$ cat config.mk
export PLATFORM = sky130hd
export DESIGN_NAME = algo_hue_centroid
export DESIGN_NICKNAME = d
export VERILOG_FILES = /design/src/rtl/algo_track_pkg.sv /design/src/rtl/algo_seq_div.sv /design/src/rtl/algo_hue_centroid.sv
export SDC_FILE = /design/constraint.sdc
export NUM_CORES = 1
export LEC_CHECK = 0
export BUFFER_PORTS_ARGS = -buffer_cell sky130_fd_sc_hd__buf_4
export CAP_MARGIN = 15
export CORE_UTILIZATION = 56
export DETAILED_ROUTE_END_ITERATION = 8
export GPL_ROUTABILITY_DRIVEN = 1
export PLACE_DENSITY = 0.88
export SETUP_SLACK_MARGIN = 0.4
export SYNTH_ARGS = -nofsm -noshare
export SYNTH_HDL_FRONTEND = slang
export SYNTH_SLANG_ARGS = --single-unit
$ cat constraint.sdc
create_clock -name clk -period 3.1 [get_ports clk]
set_clock_uncertainty 0.15 [all_clocks]
set_input_delay 0.155 -clock clk [delete_from_list [all_inputs] [get_ports clk]]
set_output_delay 0.155 -clock clk [all_outputs]
set_load 0.05 [all_outputs]
$ cat src/rtl/algo_track_pkg.sv
// Shared widths and FSM encoding for the hue-centroid tracker.
package algo_track_pkg;

    localparam int unsigned COORD_W_DEF = 11;

    // Pixel-count width: enough for a full 2^COORD_W x 2^COORD_W frame.
    function automatic int unsigned cnt_w(input int unsigned coord_w);
        return 2 * coord_w;
    endfunction

    // Coordinate-sum width: count width plus one coordinate.
    function automatic int unsigned sum_w(input int unsigned coord_w);
        return 3 * coord_w;
    endfunction

    typedef enum logic [1:0] {
        ST_ACCUM = 2'd0,
        ST_DIV   = 2'd1,
        ST_EMPTY = 2'd2,
        ST_DONE  = 2'd3
    } hc_state_e;

endpackage

$ cat src/rtl/algo_seq_div.sv
// Restoring unsigned divider, one quotient bit per clock.
// start_i loads the operands (and restarts a division in progress);
// done_o pulses for one cycle after DIVIDEND_W iterations.
module algo_seq_div
    import algo_track_pkg::*;
#(
    parameter int unsigned DIVIDEND_W = 33,
    parameter int unsigned DIVISOR_W  = 22,
    parameter int unsigned QUO_W      = 11
) (
    input  logic                  clk,
    input  logic                  rst,
    input  logic                  start_i,
    input  logic [DIVIDEND_W-1:0] dividend_i,
    input  logic [DIVISOR_W-1:0]  divisor_i,
    output logic                  busy_o,
    output logic                  done_o,
    output logic [QUO_W-1:0]      quotient_o
);

    localparam int unsigned STEP_W = $clog2(DIVIDEND_W + 1);

    logic [DIVISOR_W-1:0]  rem_q, rem_d;
    logic [DIVIDEND_W-1:0] quo_q, quo_d;
    logic [DIVISOR_W-1:0]  den_q;
    logic [STEP_W-1:0]     step_q;
    logic                  busy_q;
    logic                  done_q;

    logic [DIVISOR_W:0]    shifted;
    logic [DIVISOR_W:0]    trial;
    logic                  take;

    // One restoring step: shift in the next dividend bit, subtract if it fits.
    // The borrow bit of the trial subtraction decides the quotient bit.
    always_comb begin
        shifted = {rem_q, quo_q[DIVIDEND_W-1]};
        trial   = shifted - {1'b0, den_q};
        take    = ~trial[DIVISOR_W];
        rem_d   = take ? trial[DIVISOR_W-1:0] : shifted[DIVISOR_W-1:0];
        quo_d   = {quo_q[DIVIDEND_W-2:0], take};
    end

    // Iteration state; start has priority so a new request aborts the old one.
    always_ff @(posedge clk) begin
        if (rst) begin
            rem_q  <= '0;
            quo_q  <= '0;
            den_q  <= '0;
            step_q <= '0;
            busy_q <= 1'b0;
            done_q <= 1'b0;
        end else begin
            done_q <= 1'b0;
            if (start_i) begin
                rem_q  <= '0;
                quo_q  <= dividend_i;
                den_q  <= divisor_i;
                step_q <= STEP_W'(DIVIDEND_W);
                busy_q <= 1'b1;
            end else if (busy_q) begin
                rem_q  <= rem_d;
                quo_q  <= quo_d;
                step_q <= step_q - STEP_W'(1);
                if (step_q == STEP_W'(1)) begin
                    busy_q <= 1'b0;
                    done_q <= 1'b1;
                end
            end
        end
    end

    assign busy_o     = busy_q;
    assign done_o     = done_q;
    assign quotient_o = quo_q[QUO_W-1:0];

endmodule

$ cat src/rtl/algo_hue_centroid.sv
// Hue-window target classifier with per-frame bounding box, pixel count
// and centroid. Result is registered and strobed once per frame.
module algo_hue_centroid
    import algo_track_pkg::*;
#(
    parameter int unsigned COORD_W = COORD_W_DEF,
    parameter logic [7:0]  HUE_MIN = 8'd1,
    parameter logic [7:0]  HUE_MAX = 8'd255,
    parameter int unsigned MIN_PIX = 16
) (
    input  logic                        clk,
    input  logic                        rst,
    input  logic                        i_vs,
    input  logic                        i_hs,
    input  logic                        i_data_en,
    input  logic [7:0]                  i_hue,
    output logic                        o_valid,
    output logic                        o_found,
    output logic [COORD_W-1:0]          o_x_min,
    output logic [COORD_W-1:0]          o_x_max,
    output logic [COORD_W-1:0]          o_y_min,
    output logic [COORD_W-1:0]          o_y_max,
    output logic [COORD_W-1:0]          o_x_cen,
    output logic [COORD_W-1:0]          o_y_cen,
    output logic [cnt_w(COORD_W)-1:0]   o_pix_cnt
);

    localparam int unsigned CNT_W = cnt_w(COORD_W);
    localparam int unsigned SUM_W = sum_w(COORD_W);
    localparam logic [CNT_W-1:0] MIN_PIX_C = CNT_W'(MIN_PIX);

    // Edge detection
    logic vs_q, hs_q;
    logic t0, hs_fall;

    // Pixel position
    logic [COORD_W-1:0] x_q, y_q;

    // Running statistics for the frame in progress
    logic [CNT_W-1:0]   cnt_q;
    logic [SUM_W-1:0]   sum_x_q, sum_y_q;
    logic [COORD_W-1:0] xmin_q, xmax_q, ymin_q, ymax_q;

    // Snapshot of the finished frame
    logic               h_found_q;
    logic [CNT_W-1:0]   h_cnt_q;
    logic [COORD_W-1:0] h_xmin_q, h_xmax_q, h_ymin_q, h_ymax_q;

    // Registered outputs
    logic               valid_q, found_q;
    logic [COORD_W-1:0] oxmin_q, oxmax_q, oymin_q, oymax_q, oxcen_q, oycen_q;
    logic [CNT_W-1:0]   opcnt_q;

    // FSM
    hc_state_e state_q, state_d;
    logic      load_out;

    // Dividers
    logic               div_start;
    logic               busy_x, busy_y, done_x, done_y;
    logic [COORD_W-1:0] quo_x, quo_y;

    logic hue_ok, pix_hit, found_now;

    assign t0        = i_vs & ~vs_q;
    assign hs_fall   = hs_q & ~i_hs;
    assign hue_ok    = ({1'b0, i_hue} >= {1'b0, HUE_MIN}) &&
                       ({1'b0, i_hue} <= {1'b0, HUE_MAX});
    assign pix_hit   = i_data_en & ~i_vs & hue_ok;
    assign found_now = (cnt_q >= MIN_PIX_C);
    assign div_start = t0 & found_now;

    // Previous-cycle sync levels for edge detection
    always_ff @(posedge clk) begin
        if (rst) begin
            vs_q <= 1'b0;
            hs_q <= 1'b0;
        end else begin
            vs_q <= i_vs;
            hs_q <= i_hs;
        end
    end

    // Column/line counters; both wrap naturally at 2^COORD_W
    always_ff @(posedge clk) begin
        if (rst) begin
            x_q <= '0;
            y_q <= '0;
        end else begin
            if (hs_fall)
                x_q <= '0;
            else if (i_data_en)
                x_q <= x_q + COORD_W'(1);

            if (t0)
                y_q <= '0;
            else if (hs_fall)
                y_q <= y_q + COORD_W'(1);
        end
    end

    // Target accumulation, using the column before this pixel's increment
    always_ff @(posedge clk) begin
        if (rst || t0) begin
            cnt_q   <= '0;
            sum_x_q <= '0;
            sum_y_q <= '0;
            xmin_q  <= '1;
            xmax_q  <= '0;
            ymin_q  <= '1;
            ymax_q  <= '0;
        end else if (pix_hit) begin
            cnt_q   <= cnt_q + CNT_W'(1);
            sum_x_q <= sum_x_q + SUM_W'(x_q);
            sum_y_q <= sum_y_q + SUM_W'(y_q);
            if (x_q < xmin_q) xmin_q <= x_q;
            if (x_q > xmax_q) xmax_q <= x_q;
            if (y_q < ymin_q) ymin_q <= y_q;
            if (y_q > ymax_q) ymax_q <= y_q;
        end
    end

    // Frame snapshot; sums go straight into the dividers at the same edge
    always_ff @(posedge clk) begin
        if (rst) begin
            h_found_q <= 1'b0;
            h_cnt_q   <= '0;
            h_xmin_q  <= '0;
            h_xmax_q  <= '0;
            h_ymin_q  <= '0;
            h_ymax_q  <= '0;
        end else if (t0) begin
            h_found_q <= found_now;
            h_cnt_q   <= cnt_q;
            h_xmin_q  <= xmin_q;
            h_xmax_q  <= xmax_q;
            h_ymin_q  <= ymin_q;
            h_ymax_q  <= ymax_q;
        end
    end

    algo_seq_div #(
        .DIVIDEND_W (SUM_W),
        .DIVISOR_W  (CNT_W),
        .QUO_W      (COORD_W)
    ) u_div_x (
        .clk        (clk),
        .rst        (rst),
        .start_i    (div_start),
        .dividend_i (sum_x_q),
        .divisor_i  (cnt_q),
        .busy_o     (busy_x),
        .done_o     (done_x),
        .quotient_o (quo_x)
    );

    algo_seq_div #(
        .DIVIDEND_W (SUM_W),
        .DIVISOR_W  (CNT_W),
        .QUO_W      (COORD_W)
    ) u_div_y (
        .clk        (clk),
        .rst        (rst),
        .start_i    (div_start),
        .dividend_i (sum_y_q),
        .divisor_i  (cnt_q),
        .busy_o     (busy_y),
        .done_o     (done_y),
        .quotient_o (quo_y)
    );

    // FSM state register
    always_ff @(posedge clk) begin
        if (rst)
            state_q <= ST_ACCUM;
        else
            state_q <= state_d;
    end

    // Next state and output load; a frame boundary overrides any state,
    // which discards an unfinished division without a strobe
    always_comb begin
        state_d  = state_q;
        load_out = 1'b0;
        unique case (state_q)
            ST_ACCUM: state_d = ST_ACCUM;
            ST_DIV: begin
                if (done_x && done_y && !busy_x && !busy_y)
                    state_d = ST_DONE;
            end
            ST_EMPTY: state_d = ST_DONE;
            ST_DONE: begin
                load_out = 1'b1;
                state_d  = ST_ACCUM;
            end
            default: state_d = ST_ACCUM;
        endcase
        if (t0)
            state_d = found_now ? ST_DIV : ST_EMPTY;
    end

    // Result registers; hold between strobes, zero box/centroid when not found
    always_ff @(posedge clk) begin
        if (rst) begin
            valid_q <= 1'b0;
            found_q <= 1'b0;
            oxmin_q <= '0;
            oxmax_q <= '0;
            oymin_q <= '0;
            oymax_q <= '0;
            oxcen_q <= '0;
            oycen_q <= '0;
            opcnt_q <= '0;
        end else begin
            valid_q <= load_out;
            if (load_out) begin
                found_q <= h_found_q;
                oxmin_q <= h_found_q ? h_xmin_q : '0;
                oxmax_q <= h_found_q ? h_xmax_q : '0;
                oymin_q <= h_found_q ? h_ymin_q : '0;
                oymax_q <= h_found_q ? h_ymax_q : '0;
                oxcen_q <= h_found_q ? quo_x    : '0;
                oycen_q <= h_found_q ? quo_y    : '0;
                opcnt_q <= h_cnt_q;
            end
        end
    end

    assign o_valid   = valid_q;
    assign o_found   = found_q;
    assign o_x_min   = oxmin_q;
    assign o_x_max   = oxmax_q;
    assign o_y_min   = oymin_q;
    assign o_y_max   = oymax_q;
    assign o_x_cen   = oxcen_q;
    assign o_y_cen   = oycen_q;
    assign o_pix_cnt = opcnt_q;

endmodule

==> out/qor.csv <==
metric;value;unit
clkTransAtPathRegs;0.06;ns
synthTopCellsByCount;463 x dfxtp_1, 317 x nor2_1, 274 x nand2_1;
num_io_pins;103;
grt_usage;0.289;
drv_cap;0;
syn_avg_cell_area;8.58;sq um
syn_inst;2554;
ir_drop;0.561;mV
yosys-top-cells-area;dfxtp_1 42%, ha_1 6.7%, mux2i_1 6.5%, nor2_1 5.4%, a21oi_1 5.1%;
yosysMostFrequentCell;dfxtp_1;
area_growth;22.1;%
die-area;0.0399;sq mm
synth-edff-count;0;
yosys_warnings;0;
hold_class;in2reg;
ys_ff_latch;463;
reg2regPathDepth;12;
tns;0;ns
first_pass_iters;6;
overflow;0;
synth_top_area_share;0.423;
tightest_slew;1.16;ns
grt_max_degree;123;
critPathArrivalTime;3.32;ns
worst_path_largest_cell_delay;0.38;ns
viasPerCell;6.22;
status;finished, final reports clean;
timing.final.hold_violations;0;
antenna_found_initial;1;
grt_setup_unrepaired;true;
syn_nets;2689;
cts_buffers;47;
hold_end;state_q[0];
drcViolationCount;0;
cp_slowest_cell;dfxtp_1;
synthArstFlopShare;0;
min_from;i_vs;
cp-startpoint;u_div_x.den_q[3];
die_y;200;um
dp_hpwl;36.6;mm
cts_tree;built;
grt_pass1_vias;19100;
globalRouteMet1Util;0.351;
synthFlopType;dfxtp_1;
crit_cells;12;
rr_startpoint;u_div_x.den_q[3];
vias;20400;
htree_num_levels;2;
grt_use_met3;0.0482;
clock_sinks;463;
r2r-end;u_div_y.rem_q[12];
synth_top_cell_by_area;dfxtp_1;
fin_crit_sh;0.970;
hold_depth;4;
clk_latency;0.59;ns
cp_max_fo;5;
cp-end-kind;flip-flop;
grt-busiest-layer;met2;
detail_route.wirelength;63.9;mm
synth_area;0.0219;sq mm
layout-drive-gt1-share;0.180;
place_congestion;0.945;
drt_iter0_markers;2223;
finalSetupViolCount;0;
diodes;0;
r2r_setup_slack;0.09;ns
cts_root_buffer;clkbuf_16;
grt_pass1_wl;94.1;mm
io_buffers;102;
path_cells;inv_1 -> ha_4 -> o21a_1 -> o31a_1 -> o31a_1 -> a31o_4 -> a41oi_4 -> xnor2_4 -> buf_6 -> buf_6 -> mux2i_2 -> a21oi_1;
rows;72;
post_drt_wl_per_cell;19.5;um
initial_core_util;0.567;
use_met2;0.493;
fin_crit;3.01;ns
yosysSeqAreaShare;0.423;
startpoint_type;flip-flop;
critPathRequiredTime;3.41;ns
postRouteAntennaNets;0;
p_leak;0.0111;uW
critPathKind;reg2reg;
clock_path_buffers;3;
powerDensity;472;mW/mm^2
slew_viol_final;0;
dpl_cell_area;0.0235;sq mm
worst-path-buf-inv;3;
nNetsFinal;2856;
design.core.area;0.0386;sq mm
die_w;200;um
worst_path_dominant_cell_family;compound AO/OA/AOI/OAI gates;
fin_area;0.0268;sq mm
ys_types;68;
max_freq;333;MHz
max_slew_margin;0.219;
==> layout by cell type (no fill, tap or decap), types with 18 or more instances in the layout <==
master,Yosys,final
a22oi_1,64,64
a21o_1,36,36
o311ai_0,22,22
nand2b_1,26,19
a211oi_1,74,73
dfxtp_1,463,443
nor3_1,28,22
buf_4,3,230
nand4_1,20,20
and3_1,18,18
nand3_1,43,38
o21ai_0,115,110
xnor2_1,64,62
nor2_1,317,315
inv_1,95,87
clkbuf_16,0,49
xor2_1,54,53
nand2_1,274,270
mux2i_1,143,141
or3_1,25,24
ha_1,118,99
a21oi_1,224,209
==> routing by layer <==
layer,vias up,part of all wire
li1,9326,-
met1,9701,0.39
met2,1070,0.48
met3,293,0.076
met4,2,0.051
met5,-,0.00020
==> where the power goes <==
group,switching (uW),total (uW),internal (uW)
clock,2450,6170,3720
sequential,40.3,6040,6000
combinational,306,429,123
==> through the flow <==
step           utilization  cells  setup WS [ns]  total power, uW  hold slack (ns)
2_1_floorplan            -   2554          0.401             6430            0.133
3_3_place_gp         0.608   3089          0.162             6540            0.237
3_5_place_dp         0.608   3089          0.112             6560            0.256
4_1_cts              0.675   3244          0.243            12600           0.0162
5_1_grt              0.693   3276        0.00762            13000           0.0674
6_report             0.693   3276         0.0925            12600           0.0512
==> cell type report <==
| type | count | area, sq um |
|---|---|---|
| multi-input cells | 1845 | 12500 |
| fillers | 2503 | 11900 |
| flip-flops and latches | 463 | 9310 |
| repair buffers | 268 | 2290 |
| clock buffers | 66 | 1390 |
| well taps | 518 | 648 |
| inverters | 96 | 360 |
| clock inverters | 20 | 295 |
==> flip-flops by register name (all words and copies together), names as in the netlist, 22 cells and up <==
| register | flops |
|---|---|
| u_div_x.den_q | 22 |
| sum_x_q | 33 |
| u_div_x.quo_q | 33 |
| h_cnt_q | 22 |
| u_div_y.rem_q | 22 |
| u_div_x.rem_q | 22 |
| o_pix_cnt | 22 |
| u_div_y.quo_q | 33 |
| cnt_q | 22 |
| sum_y_q | 33 |
==> what timing repair did <==
action                     in CTS  in global routing
setup buffers                  58                 31
hold endpoints to repair       52                  0
gates cloned                    6                  1
pin swaps                      63                 74
gates resized for setup        83                 95
setup endpoints to repair     150                123
hold buffers                    5                  0
==> worst min-delay path, delay by kind of cell <==
family,cells,cell delay (ns)
buffers and inverters,1,0.14
AOI/OAI and AO/OA,1,0.09
and+or+nand+nor,2,0.35
==> logic make-up (layout without fill, tap and decap cells) <==
logic type	count (synthesis)	in the layout	synth area share
simple gates	824	824	0.167
compound gates	632	633	0.181
flops	463	463	0.423
buf+inv	247	450	0.0436
mux	147	147	0.0673
fa+ha+maj	122	122	0.0710
xor+xnor	119	119	0.0479
==> how the worst max path moves through the flow <==
stage                         to
4_1_cts        u_div_y.rem_q[12]
2_1_floorplan  u_div_y.rem_q[10]
6_report       u_div_y.rem_q[12]
5_1_grt              sum_x_q[28]
3_5_place_dp    u_div_y.rem_q[6]
3_3_place_gp    u_div_x.rem_q[1]
(Power assumes the default switching activity.)
